==> config.mk <==
export PLATFORM = sky130hd
export DESIGN_NAME = spi_xfer_arbiter
export DESIGN_NICKNAME = d
export VERILOG_FILES = /design/src/rtl/spi_xfer_arbiter.sv
export SDC_FILE = /design/constraint.sdc
export NUM_CORES = 1
export LEC_CHECK = 0
export CORE_UTILIZATION = 53
export CTS_BUF_LIST = sky130_fd_sc_hd__clkbuf_16
export DETAILED_ROUTE_END_ITERATION = 16
export PLACE_DENSITY = 0.84
export SLEW_MARGIN = 0
export SYNTH_ARGS = -nofsm -noshare
export SYNTH_HDL_FRONTEND = slang
export SYNTH_SLANG_ARGS = --single-unit
==> constraint.sdc <==
create_clock -name spi_clk -period 3.8 [get_ports spi_clk]
set_input_delay 0.76 -clock spi_clk [delete_from_list [all_inputs] [get_ports spi_clk]]
set_output_delay 0.76 -clock spi_clk [all_outputs]
set_load 0.05 [all_outputs]
==> src/rtl/spi_xfer_arbiter.sv <==
// Shares one SPI read channel (address out, data byte in) among NREQ requesters.
// Define SPI_ARB_RR_EN for round-robin arbitration; otherwise lowest index wins.
module spi_xfer_arbiter #(
    parameter int unsigned NREQ     = 2,
    parameter int unsigned ASIZE    = 8,
    parameter int unsigned DSIZE    = 8,
    parameter int unsigned CS_SETUP = 1,
    parameter int unsigned CS_GAP   = 2
) (
    input  logic                  spi_clk,
    input  logic                  n_reset,
    input  logic [NREQ-1:0]       req,
    input  logic [NREQ*ASIZE-1:0] addr_in,
    output logic [NREQ-1:0]       gnt,
    output logic [NREQ-1:0]       done,
    output logic [DSIZE-1:0]      rdata,
    output logic                  busy,
    output logic                  spi_cs,
    output logic                  spi_mosi_out,
    input  logic                  spi_miso_in
);

    localparam int unsigned MAX_AD   = (ASIZE > DSIZE) ? ASIZE : DSIZE;
    localparam int unsigned MAX_CS   = (CS_SETUP > CS_GAP) ? CS_SETUP : CS_GAP;
    localparam int unsigned MAX_LEN  = (MAX_AD > MAX_CS) ? MAX_AD : MAX_CS;
    localparam int unsigned CW       = $clog2(MAX_LEN) + 1;
    localparam int unsigned IW       = $clog2(NREQ);
    localparam int unsigned GAP_LAST = (CS_GAP > 1) ? CS_GAP - 2 : 0;

    typedef enum logic [2:0] {StIdle, StSetup, StAddr, StData, StGap} state_e;

    state_e           state_q, state_d;
    logic [CW-1:0]    cnt_q, cnt_d;
    logic [ASIZE-1:0] addr_q, addr_d;
    logic [DSIZE-1:0] shift_q, shift_d;
    logic [DSIZE-1:0] rdata_q, rdata_d;
    logic [IW-1:0]    win_q, win_d;
    logic [NREQ-1:0]  done_q, done_d;
    logic [IW-1:0]    pick;
    logic             found;
    logic             active;

`ifdef SPI_ARB_RR_EN
    logic [IW-1:0] ptr_q, ptr_d;
    logic [IW-1:0] pick_hi, pick_lo;
    logic          found_hi, found_lo;

    // Prefer the first request at or above the pointer, else wrap to the lowest one.
    always_comb begin
        pick_hi  = '0;
        pick_lo  = '0;
        found_hi = 1'b0;
        found_lo = 1'b0;
        for (int unsigned i = 0; i < NREQ; i++) begin
            if (req[i] && !found_lo) begin
                found_lo = 1'b1;
                pick_lo  = IW'(i);
            end
            if (req[i] && !found_hi && (IW'(i) >= ptr_q)) begin
                found_hi = 1'b1;
                pick_hi  = IW'(i);
            end
        end
        found = found_lo;
        pick  = found_hi ? pick_hi : pick_lo;
    end
`else
    always_comb begin
        pick  = '0;
        found = 1'b0;
        for (int unsigned i = 0; i < NREQ; i++) begin
            if (req[i] && !found) begin
                found = 1'b1;
                pick  = IW'(i);
            end
        end
    end
`endif

    always_comb begin
        state_d = state_q;
        addr_d  = addr_q;
        shift_d = shift_q;
        rdata_d = rdata_q;
        win_d   = win_q;
        done_d  = '0;
`ifdef SPI_ARB_RR_EN
        ptr_d   = ptr_q;
`endif
        unique case (state_q)
            StIdle: begin
                if (found) begin
                    state_d = StSetup;
                    win_d   = pick;
                    for (int unsigned i = 0; i < NREQ; i++) begin
                        if (IW'(i) == pick) begin
                            addr_d = addr_in[i*ASIZE +: ASIZE];
                        end
                    end
`ifdef SPI_ARB_RR_EN
                    ptr_d = (32'(pick) == NREQ - 1) ? '0 : pick + 1'b1;
`endif
                end
            end
            StSetup: begin
                if (cnt_q == CW'(CS_SETUP - 1)) begin
                    state_d = StAddr;
                end
            end
            StAddr: begin
                addr_d = addr_q >> 1;
                if (cnt_q == CW'(ASIZE - 1)) begin
                    state_d = StData;
                end
            end
            StData: begin
                shift_d = (shift_q >> 1) | (DSIZE'(spi_miso_in) << (DSIZE - 1));
                if (cnt_q == CW'(DSIZE - 1)) begin
                    rdata_d = shift_d;
                    done_d  = NREQ'(1) << win_q;
                    // The IDLE arbitration cycle counts as the last cycle of the gap.
                    if (CS_GAP > 1) begin
                        state_d = StGap;
                    end else begin
                        state_d = StIdle;
                    end
                end
            end
            StGap: begin
                if (cnt_q == CW'(GAP_LAST)) begin
                    state_d = StIdle;
                end
            end
            default: state_d = StIdle;
        endcase
        cnt_d = ((state_q == StIdle) || (state_d != state_q)) ? '0 : cnt_q + 1'b1;
    end

    always_ff @(posedge spi_clk) begin
        if (!n_reset) begin
            state_q <= StIdle;
            cnt_q   <= '0;
            addr_q  <= '0;
            shift_q <= '0;
            rdata_q <= '0;
            win_q   <= '0;
            done_q  <= '0;
`ifdef SPI_ARB_RR_EN
            ptr_q   <= '0;
`endif
        end else begin
            state_q <= state_d;
            cnt_q   <= cnt_d;
            addr_q  <= addr_d;
            shift_q <= shift_d;
            rdata_q <= rdata_d;
            win_q   <= win_d;
            done_q  <= done_d;
`ifdef SPI_ARB_RR_EN
            ptr_q   <= ptr_d;
`endif
        end
    end

    assign active       = (state_q == StSetup) || (state_q == StAddr) || (state_q == StData);
    assign gnt          = active ? (NREQ'(1) << win_q) : '0;
    assign spi_cs       = ~active;
    assign spi_mosi_out = (state_q == StAddr) ? addr_q[0] : 1'b0;
    assign busy         = (state_q != StIdle);
    assign done         = done_q;
    assign rdata        = rdata_q;

endmodule
==> flow_metrics.env, run 1 <==
export IMPL_drc=0
export IMPL_power_mw=0.9093
export IMPL_cts_clk_slew_worst_paths_ns=0.05
export IMPL_irDropWorstVdd_mv=0.5006
export IMPL_max_freq_mhz=320.9
export IMPL_initialDrtViolationCount=70
export IMPL_worstHoldStart="shift_q[1]"
export IMPL_grt_use_total_pct=25.05
export IMPL_grt_pass1_vias=1370
export IMPL_leakagePower_nw=0.7214
export IMPL_ys_seq_elements=33
export IMPL_critPathLaunchType="flop"
export IMPL_fill_cells=229
export IMPL_root_buffer="clkbuf_16"
export IMPL_whs_path_depth=2
export IMPL_grt_overflow=0
export IMPL_setup_slack_ns=0.6833
export IMPL_min_path_type="reg2reg"
export IMPL_slew_viol_final=0
export IMPL_die_area_sq_um=3170
export IMPL_layout_drive_gt1_share_pct=7.212
export IMPL_route_final_wire_length_um=3596
export IMPL_die_width_um=56.30
export IMPL_cts_buffer_depth=2
export IMPL_htreeDepth=2
export IMPL_worst_clock_skew_ns=0.005031
export IMPL_dp_hpwl_um=2519
export IMPL_reg2reg_depth=3
export IMPL_area_growth_pct=28.50
export IMPL_synth_edf_count=0
export IMPL_grt_first_pass_wirelength_um=6161
export IMPL_core_sq_um=2781
export IMPL_fin_nets=230
export IMPL_p_per_area_nw_per_um2=452.8
export IMPL_portBuffers=35
export IMPL_avgViaCountPerCell=5.891
export IMPL_path_class="reg2out"
export IMPL_rr_startpoint="state_q[1]"
export IMPL_critPathCaptureType="primary output"
export IMPL_crit_top_cell="nor2_1"
export IMPL_drv_cap=0
export IMPL_cp_arrival_ns=2.36
export IMPL_slowest_delay_ns=0.81
export IMPL_worst_slew_pin_slew_ns=0.6588
export IMPL_required_ns=3.04
export IMPL_ys_types=38
export IMPL_rr_endpoint="state_q[2]"
export IMPL_grt_max_degree=22
export IMPL_synthArstFlopShare_pct=0
export IMPL_dp_slack_ns=0.9905
export IMPL_setup_viol=0
export IMPL_synth_top_area_share_pct=42.27
export IMPL_path_max_fanout=13
export IMPL_hold_viol=0
export IMPL_syn_area_sq_um=1563
export IMPL_syn_nets=201
export IMPL_fin_tns_setup_ns=0
export IMPL_drt_pass1_iter_count=4
export IMPL_cts_resized=0
export IMPL_cts_hold_buf=0
export IMPL_ys_flop_type="dfxtp_1"
export IMPL_reg2reg_slack_ns=2.08
export IMPL_syn_inst=178
export IMPL_rsz0062_at_grt="false"
export IMPL_syn_avg_cell_area_sq_um=8.779
export IMPL_slew_limit_headroom_pct=56.03
export IMPL_multi_input_area_sq_um=783.3
export IMPL_hold_end="shift_q[1]"
export IMPL_vias=1408
export IMPL_wl_per_cell_um=15.05
export IMPL_crit_path_top_delay_cell="clkdlybuf4s50_1"
export IMPL_clk_latency_ns=0.28
export IMPL_ios=36
export IMPL_die_height_um=56.30
export IMPL_yosys_warnings=0
export IMPL_fin_crit_ns=3.117
export IMPL_antennaDiodeCount=0
export IMPL_cts_tree="yes"
export IMPL_cts_sinks=33
export IMPL_layout_cells_non_filler=239
export IMPL_cts_buffers=5
export IMPL_yosys_area_top_type="dfxtp_1"
export IMPL_synthTopCellsByArea="dfxtp_1 (42%), o211ai_1 (6.7%), a21oi_1 (6.1%)"
export IMPL_synth_commonest_cells="dfxtp_1 (33), nand2_1 (22), a21oi_1 (19)"
export IMPL_ant_nets=0
export IMPL_start_util_pct=56.19
export IMPL_cts_setup_buffers=0
export IMPL_cp_cell_sequence="nor2_1, or2_2, nor2_1, clkdlybuf4s50_1"
export IMPL_synth_seq_area_share_pct=42.27
export IMPL_yosysMostFrequentCell="dfxtp_1"
export IMPL_gp_congestion=0.9804
export IMPL_hold_ws_ns=0.4651
export IMPL_regArea_sq_um=660.6
export IMPL_dp_cells=231
export IMPL_antenna_found_initial=0
export IMPL_rows=19
export IMPL_status="finished, final reports clean"
export IMPL_period_share_pct=82.02
final cells by class:
class                           instances  area share [%]
Timing Repair Buffer                   36           17.82
Clock buffer                            5           6.231
Multi-Input combinational cell        124           39.00
Clock inverter                          3          0.6854
Inverter                                7           1.433
Tap cell                               31           1.931
Sequential cell                        33           32.90
how the worst max path moves through the flow:
stage | from | to | slack, ns | depth (start not counted)
2_1_floorplan | state_q[0] | gnt[0] | 1.36 | 4
3_3_place_gp | state_q[1] | gnt[0] | 1.07 | 4
3_5_place_dp | state_q[1] | gnt[0] | 0.99 | 4
4_1_cts | state_q[1] | gnt[0] | 0.69 | 4
5_1_grt | state_q[1] | gnt[0] | 0.56 | 4
6_report | state_q[1] | gnt[0] | 0.68 | 4
kinds of logic after synthesis:
group / after synthesis / synth area share (%)
fa+ha+maj: 2 / 1.601
xor+xnor: 3 / 1.682
buf+inv: 21 / 7.606
simple gates: 61 / 21.86
mux: 8 / 5.124
compound gates: 50 / 19.86
flops: 33 / 42.27
worst max-delay path: cells and delay by family, from the launching register on:
kind          cells  cell delay (ns)
buf+inv           1             0.81
flops             1             0.68
simple gates      3             0.59
sequential cells by signal, indices dropped and copies added (netlist names):
register / cells
state_q: 3
addr_q: 8
win_q: 1
shift_q: 7
done: 2
rdata: 8
cnt_q: 4
placed cells by master, fill, tap and decap left out, drive strengths merged, types with 3 or more instances in the layout:
| cell type | instances |
|---|---|
| a21oi | 19 |
| clkbuf | 5 |
| mux2i | 8 |
| nor2 | 5 |
| or2 | 3 |
| dfxtp | 33 |
| nand3 | 13 |
| nand2 | 22 |
| nand3b | 3 |
| clkdlybuf4s50 | 35 |
| nor3 | 4 |
| inv | 8 |
| o211ai | 14 |
| a311oi | 3 |
| o21ai | 8 |
per-layer routing:
layer / global-route usage [%] / share of wire [%] / vias up
met3: 7.143 / 7.0 / 4
met4: 7.317 / 1.1 / 0
met5: 0 / 0 / -
met2: 42.01 / 50 / 52
met1: 31.37 / 42 / 666
li1: - / - / 686
where the power goes:
| part | switching, mW | internal [mW] | total, mW | leakage [nW] |
|---|---|---|---|---|
| sequential | 0.0229 | 0.364 | 0.387 | 0.268 |
| clock | 0.138 | 0.237 | 0.375 | 0.0748 |
| combinational | 0.0829 | 0.0641 | 0.147 | 0.379 |
| total | 0.244 | 0.665 | 0.909 | 0.721 |
per-stage QoR:
| step | area, sq um | util (%) |
|---|---|---|
| after CTS | 2008 | 72.20 |
| after floorplan | 1563 | - |
| after detailed placement | 1869 | 67.21 |
| final | 2008 | 72.20 |
| after global placement | 1869 | 67.21 |
| after global routing | 2008 | 72.20 |
Power figures use the tool's default switching activity.
==> run 2: changes to the inputs <==
- CORE_UTILIZATION: 53 -> 44
- PLACE_DENSITY: 0.84 -> 0.74
- clock period: 3.8 -> 2.85 ns (I/O delays scaled with it)
==> run 2 against run 1 <==
Non-clock buffer count is 1 higher. Count of clock-buffer cells in the layout is the same. Global-route usage decreased by 4.8 points. Die area grew 20%. First-iteration DRC count fell by 8.6%. Combinational power increased by 39%. Largest cell class unchanged. Critical path type unchanged. Worst hold slack got worse by 0.0035 ns.
==> flow_metrics.env, run 2 (same netlist as run 1, synthesis figures left out) <==
export IMPL_status="finished, final reports clean"
export IMPL_p_int_mw=0.9765
export IMPL_worst_clock_skew_ns=0.002806
export IMPL_setup_viol=0
export IMPL_antennaDiodeCount=0
export IMPL_leakagePower_nw=0.7398
export IMPL_path_delay_family="buffers and inverters"
export IMPL_dp_hpwl_um=2350
export IMPL_drc=0
export IMPL_layout_drive_gt1_share_pct=8.612
export IMPL_reg2reg_depth=3
export IMPL_drv_cap=0
export IMPL_cts_hold_buf=0
export IMPL_die_height_um=61.60
export IMPL_max_freq_mhz=370.6
export IMPL_final_cell_mix="dfxtp_1 (33), clkdlybuf4s50_1 (32), nand2_1 (22)"
export IMPL_dr_wl_met3_um=196
export IMPL_crit_path_top_delay_cell="clkdlybuf4s50_1"
export IMPL_top_layer="met4"
export IMPL_clk_latency_ns=0.28
export IMPL_path_max_fanout=14
export IMPL_gp_congestion=0.8042
export IMPL_hold_viol=0
export IMPL_cts_resized=0
export IMPL_root_buffer="clkbuf_16"
export IMPL_met1_length_um=1508
export IMPL_cts_buffer_depth=2
export IMPL_p_per_area_nw_per_um2=636.6
export IMPL_worst_slew_pin_slew_ns=0.5997
export IMPL_fin_tns_setup_ns=0
export IMPL_switching_share_pct=25.20
export IMPL_initialDrtViolationCount=64
export IMPL_dp_slack_ns=0.4389
export IMPL_seqPwrFrac_pct=38.8
export IMPL_switchingPower_mw=0.3291
export IMPL_slew_limit_headroom_pct=59.98
export IMPL_grt_first_pass_wirelength_um=5499
export IMPL_critPathBufInv=1
export IMPL_die_width_um=61.60
export IMPL_start_util_pct=46.47
export IMPL_whs_path_depth=2
export IMPL_layout_cells_non_filler=255
export IMPL_ant_nets=0
export IMPL_grt_overflow=0
export IMPL_grt_pass1_vias=1260
export IMPL_die_area_sq_um=3794
export IMPL_fin_crit_ns=2.699
export IMPL_drt_pass1_iter_count=4
export IMPL_slew_viol_final=0
export IMPL_critPathCaptureType="primary output"
export IMPL_cts_tree="yes"
export IMPL_wl_per_cell_um=13.47
export IMPL_power_frac_comb_pct=15.7
export IMPL_required_ns=2.28
export IMPL_grt_use_total_pct=20.20
export IMPL_core_sq_um=3363
export IMPL_grt_max_degree=22
export IMPL_cts_sinks=33
export IMPL_fin_nets=231
export IMPL_slowest_delay_ns=0.71
export IMPL_route_final_wire_length_um=3434
export IMPL_power_mw=1.306
export IMPL_path_depth=3
export IMPL_avgViaCountPerCell=5.486
export IMPL_fill_cells=301
export IMPL_cts_setup_buffers=0
export IMPL_rsz0062_at_grt="false"
export IMPL_min_path_type="reg2reg"
export IMPL_antenna_found_initial=0
export IMPL_ios=36
export IMPL_dp_cells=247
export IMPL_portBuffers=35
export IMPL_rows=21
export IMPL_layout_commonest_cell="dfxtp_1"
export IMPL_area_growth_pct=31.23
export IMPL_cts_clk_slew_worst_paths_ns=0.05
export IMPL_power_frac_clock_pct=45.5
export IMPL_setup_slack_ns=0.1513
export IMPL_htreeDepth=2
export IMPL_critPathLaunchType="flop"
export IMPL_cp_cell_sequence="nor2_1, or2_2, clkdlybuf4s50_1"
export IMPL_period_share_pct=94.69
export IMPL_vias=1399
export IMPL_met2_length_um=1669
export IMPL_path_class="reg2out"
export IMPL_irDropWorstVdd_mv=0.3218
export IMPL_cp_arrival_ns=2.13
export IMPL_cts_buffers=5
[run 2: cell count changes in the layout (fill, tap and decap cells not counted), sizes merged]
| cell | previous run | this run |
|---|---|---|
| buf | 1 | 5 |
| clkdlybuf4s50 | 35 | 32 |
| bufinv | 0 | 1 |
| clkinv | 2 | 1 |
[run 2: worst reg2reg max path, stage by stage, from the launching register on]
cell     delay (ns)
dfxtp_1        0.66
and3b_1        0.59
nand2_1        0.16
nor3_1         0.16
[run 2: layer usage]
| layer | up-vias | global-route usage [%] |
|---|---|---|
| met5 | - | 0 |
| met4 | 0 | 8.889 |
| met3 | 8 | 6.513 |
| met2 | 39 | 32.26 |
| met1 | 659 | 24.87 |
| li1 | 693 | - |
[run 2: final cells by class]
class | instances | area, sq um | share of cell area (%)
Multi-Input combinational cell | 124 | 783.3 | 38.19
Timing Repair Buffer | 37 | 357.8 | 17.45
Tap cell | 46 | 57.56 | 2.807
Sequential cell | 33 | 660.6 | 32.21
Clock buffer | 5 | 125.1 | 6.101
Inverter | 7 | 28.78 | 1.403
Clock inverter | 3 | 37.54 | 1.830
[run 2: stage by stage]
step / cell area, sq um / utilization [%] / hold slack (ns)
5_1_grt: 2051 / 60.97 / 0.4740
2_1_floorplan: 1563 / - / 0.4366
6_report: 2051 / 60.97 / 0.4615
3_5_place_dp: 1888 / 56.14 / 0.4569
4_1_cts: 2051 / 60.97 / 0.4642
3_3_place_gp: 1888 / 56.14 / 0.4445
[run 2: final timing paths]
path / startpoint / end / slack, ns
setup reg to reg: state_q[0] / done[1] / 1.20
setup / recovery: state_q[0] / spi_cs / 0.15
hold reg to reg: shift_q[1] / shift_q[1] / 0.46
hold / removal: shift_q[1] / shift_q[1] / 0.46
[run 2: power groups by stage]
stage	clock [mW]	combinational, mW	sequential [mW]
after floorplan	0	0.151	0.506
after global placement	0	0.199	0.514
after detailed placement	0	0.204	0.515
after CTS	0.603	0.206	0.506
after global routing	0.623	0.223	0.510
final	0.594	0.205	0.507
